===== config.mk =====
export PLATFORM = sky130hd
export DESIGN_NAME = sram_ctrl
export DESIGN_NICKNAME = d
export VERILOG_FILES = /design/src/rtl/sram_ctrl_pkg.sv /design/src/rtl/sram_wait_cnt.sv /design/src/rtl/sram_ctrl.sv
export SDC_FILE = /design/constraint.sdc
export NUM_CORES = 1
export LEC_CHECK = 0
export BUFFER_PORTS_ARGS = -buffer_cell sky130_fd_sc_hd__clkbuf_2
export CORE_MARGIN = 2
export CORE_UTILIZATION = 40
export DETAILED_ROUTE_END_ITERATION = 6
export PLACE_DENSITY = 0.75
export SLEW_MARGIN = 20
export SYNTH_ARGS = -nofsm -noshare
export SYNTH_HDL_FRONTEND = slang
export SYNTH_SLANG_ARGS = --single-unit

===== constraint.sdc =====
create_clock -name clk -period 2.27 [get_ports clk]
set_input_delay 0.1135 -clock clk [delete_from_list [all_inputs] [get_ports clk]]
set_output_delay 0.1135 -clock clk [all_outputs]
set_load 0.05 [all_outputs]

===== src/rtl/sram_ctrl_pkg.sv =====
// Shared types and constants for the 32-bit to 16-bit asynchronous SRAM access controller.
package sram_ctrl_pkg;

    typedef enum logic [1:0] {
        IDLE,
        LO,
        HI,
        DONE
    } sram_state_t;

    typedef enum logic {
        READ,
        WRITE
    } sram_op_t;

    localparam logic [31:0] DEF_BASE_ADDR = 32'd1024;

    // A simultaneous read and write request resolves to a write.
    function automatic sram_op_t req_op(input logic wr_en);
        return wr_en ? WRITE : READ;
    endfunction

endpackage


===== src/rtl/sram_wait_cnt.sv =====
// Loadable down-counter that paces each half-word SRAM phase; last is high on the final cycle.
module sram_wait_cnt #(
    parameter int CNT_W = 4
) (
    input  logic             clk,
    input  logic             rst,
    input  logic             load,
    input  logic             dec,
    input  logic [CNT_W-1:0] load_val,
    output logic             last
);

    logic [CNT_W-1:0] count;

    always_ff @(posedge clk) begin
        if (rst) begin
            count <= '0;
        end else if (load) begin
            count <= load_val;
        end else if (dec && (count != '0)) begin
            count <= count - 1'b1;
        end
    end

    assign last = (count == CNT_W'(1));

endmodule


===== src/rtl/sram_ctrl.sv =====
// Splits 32-bit data-memory accesses into two timed 16-bit asynchronous SRAM accesses.
// Optional address range checking is enabled with the SRAM_CTRL_RANGE_CHECK_EN macro.
//
// state | meaning
// IDLE  | no access in flight; ready when no request is present
// LO    | low half-word access, held for WAIT_CYCLES cycles
// HI    | high half-word access, held for WAIT_CYCLES cycles
// DONE  | ready for one cycle while the pipeline advances
module sram_ctrl
    import sram_ctrl_pkg::*;
#(
    parameter logic [31:0] BASE_ADDR   = DEF_BASE_ADDR,
    parameter int          WAIT_CYCLES = 2,
    parameter int          SRAM_AW     = 18
) (
    input  logic               clk,
    input  logic               rst,
    input  logic               rd_en,
    input  logic               wr_en,
    input  logic [31:0]        addr,
    input  logic [31:0]        wdata,
    output logic [31:0]        rdata,
    output logic               ready,
    output logic               err,
    output logic [SRAM_AW-1:0] sram_addr,
    output logic [15:0]        sram_dq_out,
    output logic               sram_dq_oe,
    input  logic [15:0]        sram_dq_in,
    output logic               sram_we_n
);

    localparam int CNT_W = (WAIT_CYCLES < 1) ? 1 : $clog2(WAIT_CYCLES + 1);
    localparam int IDX_W = SRAM_AW - 1;

    sram_state_t      state;
    sram_state_t      state_nx;
    sram_op_t         op;
    logic [IDX_W-1:0] idx_q;
    logic [15:0]      wdata_hi_q;

    logic             req;
    logic             last;
    logic             cnt_load;
    logic             cnt_dec;
    logic             accept;
    logic             reject;
    logic             range_bad;
    logic [31:0]      addr_off;
    logic [IDX_W-1:0] idx_in;

    assign req      = rd_en | wr_en;
    assign addr_off = addr - BASE_ADDR;
    assign idx_in   = addr_off[SRAM_AW:2];

`ifdef SRAM_CTRL_RANGE_CHECK_EN
    assign range_bad = (addr < BASE_ADDR) | (addr[1:0] != 2'b00) |
                       (addr_off[31:SRAM_AW+1] != '0);
`else
    // Without range checking the word index simply wraps into the SRAM.
    logic unused_addr_bits;
    assign unused_addr_bits = ^{addr_off[31:SRAM_AW+1], addr_off[1:0]};
    assign range_bad        = 1'b0;
`endif

    sram_wait_cnt #(
        .CNT_W (CNT_W)
    ) u_wait_cnt (
        .clk      (clk),
        .rst      (rst),
        .load     (cnt_load),
        .dec      (cnt_dec),
        .load_val (CNT_W'(WAIT_CYCLES)),
        .last     (last)
    );

    always_ff @(posedge clk) begin
        if (rst) begin
            state <= IDLE;
        end else begin
            state <= state_nx;
        end
    end

    always_comb begin
        state_nx = state;
        cnt_load = 1'b0;
        cnt_dec  = 1'b0;
        accept   = 1'b0;
        reject   = 1'b0;
        case (state)
            IDLE: begin
                if (req) begin
                    if (range_bad) begin
                        reject   = 1'b1;
                        state_nx = DONE;
                    end else begin
                        accept   = 1'b1;
                        cnt_load = 1'b1;
                        state_nx = LO;
                    end
                end
            end
            LO: begin
                cnt_dec = 1'b1;
                if (last) begin
                    cnt_load = 1'b1;
                    state_nx = HI;
                end
            end
            HI: begin
                cnt_dec = 1'b1;
                if (last) begin
                    state_nx = DONE;
                end
            end
            DONE: begin
                state_nx = IDLE;
            end
            default: begin
                state_nx = IDLE;
            end
        endcase
    end

    assign ready = ((state == IDLE) && !req) || (state == DONE);

    // Pin values are registered one edge ahead so they are stable for the whole phase.
    always_ff @(posedge clk) begin
        if (rst) begin
            op          <= READ;
            idx_q       <= '0;
            wdata_hi_q  <= '0;
            rdata       <= '0;
            sram_addr   <= '0;
            sram_dq_out <= '0;
            sram_we_n   <= 1'b1;
            sram_dq_oe  <= 1'b0;
        end else begin
            if (accept) begin
                op          <= req_op(wr_en);
                idx_q       <= idx_in;
                wdata_hi_q  <= wdata[31:16];
                sram_addr   <= {idx_in, 1'b0};
                sram_dq_out <= wdata[15:0];
                sram_we_n   <= ~wr_en;
                sram_dq_oe  <= wr_en;
            end
            if ((state == LO) && last) begin
                if (op == READ) begin
                    rdata[15:0] <= sram_dq_in;
                end
                sram_addr   <= {idx_q, 1'b1};
                sram_dq_out <= wdata_hi_q;
            end
            if ((state == HI) && last) begin
                if (op == READ) begin
                    rdata[31:16] <= sram_dq_in;
                end
                sram_we_n  <= 1'b1;
                sram_dq_oe <= 1'b0;
            end
            if (reject && !wr_en) begin
                rdata <= '0;
            end
        end
    end

`ifdef SRAM_CTRL_RANGE_CHECK_EN
    always_ff @(posedge clk) begin
        if (rst) begin
            err <= 1'b0;
        end else if (reject) begin
            err <= 1'b1;
        end else if (accept) begin
            err <= 1'b0;
        end
    end
`else
    assign err = 1'b0;
`endif

endmodule


==> results of run 1 <==
==> Yosys cell counts, types with 3 or more instances <==
cell type  number  area share [%]
ha_1            8             2.4
o211ai_1        3            0.54
nand3_1         3            0.36
buf_2          11             1.3
clkbuf_1       24             2.2
o31ai_1         5            0.90
inv_1           6            0.54
nand3b_1        7             1.3
o21ai_1         5            0.60
dfxtp_1       106              51
nand2b_1        3            0.45
nor2_1         46             4.1
a311oi_1       24             5.0
nand2_1       165              15
nor3_1          7            0.84
a21oi_1        64             7.7
a21o_1          4            0.72
==> layer usage <==
layer	up-vias	GRT usage [%]	wire, um
met5	-	0	0
met2	119	36.4	5570
met3	18	3.99	563
li1	2080	-	-
met1	1948	23.0	4830
met4	0	6.77	177
==> power breakdown <==
part           total, uW  internal (uW)  switching [uW]  leakage, uW
Clock               1130            433             702    0.0000962
Combinational       2230            673            1550      0.00148
Sequential          2390           2200             190     0.000869
==> registers in the layout (all words and copies together), names as in the netlist <==
register	flops
state	2
sram_we_n	1
rdata	32
idx_q	17
sram_dq_oe	1
wdata_hi_q	16
u_wait_cnt.count	2
sram_dq_out	16
sram_addr	18
op	1
==> what timing repair did <==
item,CTS,global route
hold endpoints to repair,65,0
endpoints found under the setup margin,0,0
hold buffers,50,0
setup buffers,0,0
==> cells by family after synthesis <==
group	share of synthesized area (%)
flip-flops	50.7
multiplexers	0.239
adder cells (fa/ha/maj)	2.39
buffers and inverters	4.36
XOR/XNOR	0.628
AO/OA/AOI/OAI	17.3
other	0.0896
AND/OR/NAND/NOR	24.3
==> per-stage QoR <==
stage	std cells	worst slack, ps
floorplan	519	738
global placement	763	534
detailed placement	763	432
CTS	829	415
global route	829	200
finish	829	363
==> cell type report <==
| type | instances | area, sq um |
|---|---|---|
| clock buffer | 9 | 124 |
| clock inverter | 7 | 67.6 |
| fill | 917 | 4570 |
| inverter | 6 | 22.5 |
| multi-input combinational | 370 | 1880 |
| sequential | 106 | 2120 |
| tap | 136 | 170 |
| timing repair buffer | 195 | 1270 |
==> path summary, 6_finish.rpt <==
| path | cells after the start | from | endpoint | slack (ps) |
|---|---|---|---|---|
| worst max register to register | 6 | state[0] | sram_dq_out[0] | 360 |
| worst min register to register | 2 | rdata[29] | rdata[29] | 460 |
| worst min-delay path | 3 | addr[4] | idx_q[2] | 10 |
| worst max-delay path | 6 | state[0] | sram_dq_out[0] | 360 |
==> worst min-delay path, delay by kind of cell <==
family	cells	cell delay (ps)
AOI/OAI and AO/OA	1	60
buffers and inverters	1	80
and+or+nand+nor	1	70
==> placed cells by master (no fill, tap or decap), types with 3 or more instances in the layout <==
cell type / count
a21o_1: 4
a21oi_1: 64
a311oi_1: 24
buf_4: 7
clkbuf_2: 136
clkbuf_8: 9
dfxtp_1: 106
dlygate4sd3_1: 50
ha_1: 8
inv_1: 6
inv_8: 3
nand2_1: 164
nand2b_1: 3
nand3_1: 3
nand3b_1: 7
nor2_1: 46
nor3_1: 7
o211ai_1: 3
o21ai_1: 5
o31ai_1: 5
==> key figures, run 1 <==
Timing
  • Setup-failing EPs final: 0
  • Setup Skew: 12.1 ps
  • Post-layout minimum cycle time: 1910 ps
  • Setup TNS: 0 ps
  • Worst-Margin Slew: 839 ps
  • RSZ-0062 raised after global routing: no
  • Hold Fails Final Rpt: 0
  • Slew margin rel.: 43.9%
  • Fmax: 524 MHz
  • Worst hold slack: 13.4 ps
  • Pins Over Slew Limit: 0
  • Crit share post-route: a little over four fifths

Routing
  • Post-Route WL: 11100 um
  • Antenna-violating nets left: 0
  • DRT Pass-1 Iters: 4
  • Vias/cell: 5.02
  • DRT iter0 DRCs: 207
  • Total number of vias: 4165
  • Wire per inst: 13.4 um
  • DRC: 0

GRT
  • Largest net degree at the start of global routing: 63
  • First-pass GRT wire length: around 18000 um
  • Antenna violations before repair: 0
  • Vias in the first global route: 4057
  • GRT overflow: 0
  • Total GRT Usage: roughly a fifth

Floorplan
  • Row count: 37
  • Die Ht: 106 um
  • Initial Utilization: between 40% and 50%
  • CORE AREA: 10200 sq um
  • Die width: 106 um
  • I/O pins: 154
  • Die ar.: approximately 11000 sq um

Placement
  • Port bufs: 137
  • HPWL after DPL: 7260 um
  • GPL Wtd Cong: 0.783
  • Placed cell area: 4970 sq um

Yosys
  • Post-synth EDFFs: 0
  • Primary FF master, synth: dfxtp_1
  • Per-instance average area after synthesis: 8.06 sq um
  • Post-synth cell types: 41
  • Synth warn: 0
  • Asr flop ratio synth: 0%
  • Sequential-to-total area share from yosys stat: between 50% and 60%
  • Synth Cell Area: 4190 sq um
  • Synth Register Bits: roughly 110
  • Synth Instances: 519
  • Mapped Nets: 611

Critical path
  • Slowest stage delay, CP: 380 ps
  • Worst Path Buf+Inv: 2
  • CP Max Fanout: 29
  • Worst path slowest cell: dfxtp_1
  • Worst Setup End Kind: flop
  • Worst setup path class: reg -> reg
  • Worst path required time: ~2500 ps
  • Crit start category: flop
  • Crit path cell chain: inv_1 > ha_1 > o21ai_4 > buf_12 > nand2_1 > a311oi_1
  • Worst Path Arrival: around 2200 ps
  • Top Family by Delay on Critical Path: compound AO/OA/AOI/OAI gates

Clock tree
  • Clk sinks: 106
  • Post-CTS sizing: 0
  • Clock root buffer: clkbuf_8
  • CTS Buf Count: 9
  • CTS max path bufs: 2
  • Clk_lat worst skew: 360 ps
  • Clk pin slew, worst setup/hold paths: approximately 110 ps
  • CTS H-Tree Depth: 3
  • CTS tree: yes

Finish
  • Fin area: between 5000 and 6000 sq um
  • Total Nets Final: 780
  • Antenna diodes: 0
  • Share of layout cells above drive strength 1: 24.7%
  • P&R area growth vs syn: 35.3%
  • Post-layout util: 55.4%

Run
  • Max-cap violations: 0

Power and ir drop
  • Peak VDD IR: 0.586 mV
  • Leakage Power: 0.00245 uW
  • Final Power: 5750 uW
  • Power Density: 1020 nW/um^2

Status
  • Status: finished clean

Min path
  • Hold WC Path Type: in -> reg
(Power assumes the default switching activity.)
==> inputs of run 2 (changes only) <==
==> constraint.sdc (replaced) <==
create_clock -name clk -period 1.9 [get_ports clk]
set_input_delay 0.095 -clock clk [delete_from_list [all_inputs] [get_ports clk]]
set_output_delay 0.095 -clock clk [all_outputs]
set_load 0.05 [all_outputs]
==> run 2 against run 1 <==
Maximum frequency is 12% higher. Global-route usage is 0.63 points higher. Power is 22% higher. Clock power is 16% higher.
==> key figures, run 2 (synthesis results as in run 1) <==
Power and ir drop
  • Power Density: 1210 nW/um^2 (+19%)
  • Peak VDD IR: 0.604 mV (+3.0%)
  • Leakage Power: 0.00250 uW (+2.3%)

Critical path
  • Worst Path Arrival: 1960 ps (-200 ps)
  • Worst setup path class: reg -> reg
  • Worst Setup End Kind: flop
  • CP Max Fanout: 20 (-31%)
  • Worst path required time: 2170 ps (-360 ps)
  • Crit start category: flop

Routing
  • DRC: 0 (unchanged)
  • Total number of vias: 4266 (+2.4%)
  • Antenna-violating nets left: 0 (unchanged)
  • Wire per inst: 14.1 um (+4.9%)
  • DRT iter0 DRCs: 185 (-11%)
  • DRT Pass-1 Iters: 4 (unchanged)
  • Post-Route WL: 11800 um (+6.3%)
  • Vias/cell: 5.08 (+1.1%)

Placement
  • HPWL after DPL: 7310 um (+0.70%)
  • Pre-CTS WS: 156 ps (-277 ps)
  • Placed cell area: 5030 sq um (+1.1%)
  • GPL Wtd Cong: 0.796 (+1.6%)
  • Port bufs: 137 (unchanged)

Floorplan
  • Die width: 106 um (unchanged)
  • I/O pins: 154 (unchanged)
  • Initial Utilization: 40.9% (unchanged)
  • Die ar.: 11300 sq um (unchanged)
  • CORE AREA: 10200 sq um (unchanged)
  • Die Ht: 106 um (unchanged)
  • Row count: 37 (unchanged)

Finish
  • P&R area growth vs syn: 38.6%
  • Total Nets Final: 791 (+1.4%)
  • Most frequent cells in the layout: nand2_1, clkbuf_2, dfxtp_1
  • Reg area: 2120 sq um (unchanged)
  • Max reg flops: 32 (unchanged)
  • Fin area: 5800 sq um (+2.4%)
  • Fill count: 909 (-0.87%)
  • Antenna diodes: 0 (unchanged)
  • Biggest register: rdata
  • Share of layout cells above drive strength 1: 25.1% (+0.47 points)
  • Largest regs: rdata (32), sram_addr (18), idx_q (17)
  • Multi-input gate area: 1890 sq um (+0.13%)
  • Most common cell after layout, fill and taps aside: nand2_1

Status
  • Status: finished clean

Clock tree
  • Clk_lat worst skew: 360 ps (about the same)
  • Clk sinks: 106 (unchanged)
  • Clock root buffer: clkbuf_8
  • CTS H-Tree Depth: 3 (unchanged)
  • CTS tree: yes
  • CTS Buf Count: 9 (unchanged)
  • Clk pin slew, worst setup/hold paths: 100 ps (about the same)
  • CTS max path bufs: 2 (unchanged)

Timing
  • Post-layout minimum cycle time: 1700 ps (-210 ps)
  • Setup-failing EPs final: 0 (unchanged)
  • Hold Fails Final Rpt: 0 (unchanged)
  • Crit share post-route: 89.3% (+5.3 points)
  • RSZ-0062 raised after global routing: no
  • Setup TNS: 0 ps (unchanged)
  • Pins Over Slew Limit: 0 (unchanged)
  • Final setup margin: 203 ps (-160 ps)
  • Setup Skew: 11.6 ps (-0.536 ps)
  • Fmax: 589 MHz (+12%)

GRT
  • GRT overflow: 0 (unchanged)
  • Total GRT Usage: 20.6% (+0.63 points)
  • Vias in the first global route: 4197 (+3.5%)
  • First-pass GRT wire length: 18900 um (+2.7%)
  • Antenna violations before repair: 0 (unchanged)
  • Largest net degree at the start of global routing: 63 (unchanged)

Min path
  • Hold WC Path Type: in -> reg

Run
  • Max-cap violations: 0 (unchanged)
[run 2: cell types whose count changed in the layout (fill, tap and decap cells not counted), sizes merged]
| cell | change |
|---|---|
| buf | +4 |
| clkinvlp | +2 |
| inv | -2 |
| dlygate4sd3 | +6 |
| clkbuf | +1 |
[run 2: path summary, 6_finish.rpt]
path | from | endpoint | slack (ps) | depth (start not counted)
worst max-delay path | state[0] | sram_addr[8] | 200 | 6
worst min-delay path | wr_en | op | 70 | 3
worst max register to register | state[0] | sram_addr[8] | 200 | 6
worst min register to register | wdata_hi_q[4] | wdata_hi_q[4] | 460 | 2
[run 2: routing by layer]
metal  wire length [um]  vias up  global-route usage (%)
li1                   -     2102                       -
met1               4900     1995                    23.1
met2               6010      145                    37.8
met3                714       24                    4.48
met4                217        0                    7.61
met5                  0        -                       0
[run 2: per-stage QoR]
step           util (%)  hold WS [ps]  power [uW]  instances
3_3_place_gp       49.1           320        5440        767
2_1_floorplan         -           231        4840        519
5_1_grt            56.7          80.5        7450        840
4_1_cts            56.4          55.0        6940        839
6_report           56.7          74.7        7010        840
3_5_place_dp       49.1           327        5540        767
[run 2: final cells by class]
class / count / area share (%)
multi-input cells: 370 / 32.5
inverters: 6 / 0.388
flip-flops and latches: 106 / 36.6
clock buffers: 9 / 2.14
repair buffers: 206 / 24.4
well taps: 136 / 2.93
clock inverters: 7 / 1.04
[run 2: what timing repair did]
item | in CTS | in global routing
hold endpoints to repair | 76 | 0
resized for setup | 0 | 1
hold buffers | 56 | 0
endpoints found under the setup margin | 0 | 4
setup buffers | 0 | 0
[run 2: report_power, final]
part	internal, uW	switching, uW	total [uW]
logic	913	1930	2840
registers	2630	228	2860
clock network	498	811	1310
total	4040	2970	7010
[run 2: worst max-delay path, cell delays in order, from the launching register on]
cell	delay (ps)
dfxtp_1	350
inv_1	130
ha_2	280
o21a_2	190
buf_4	260
nand2_1	110
a311oi_1	280
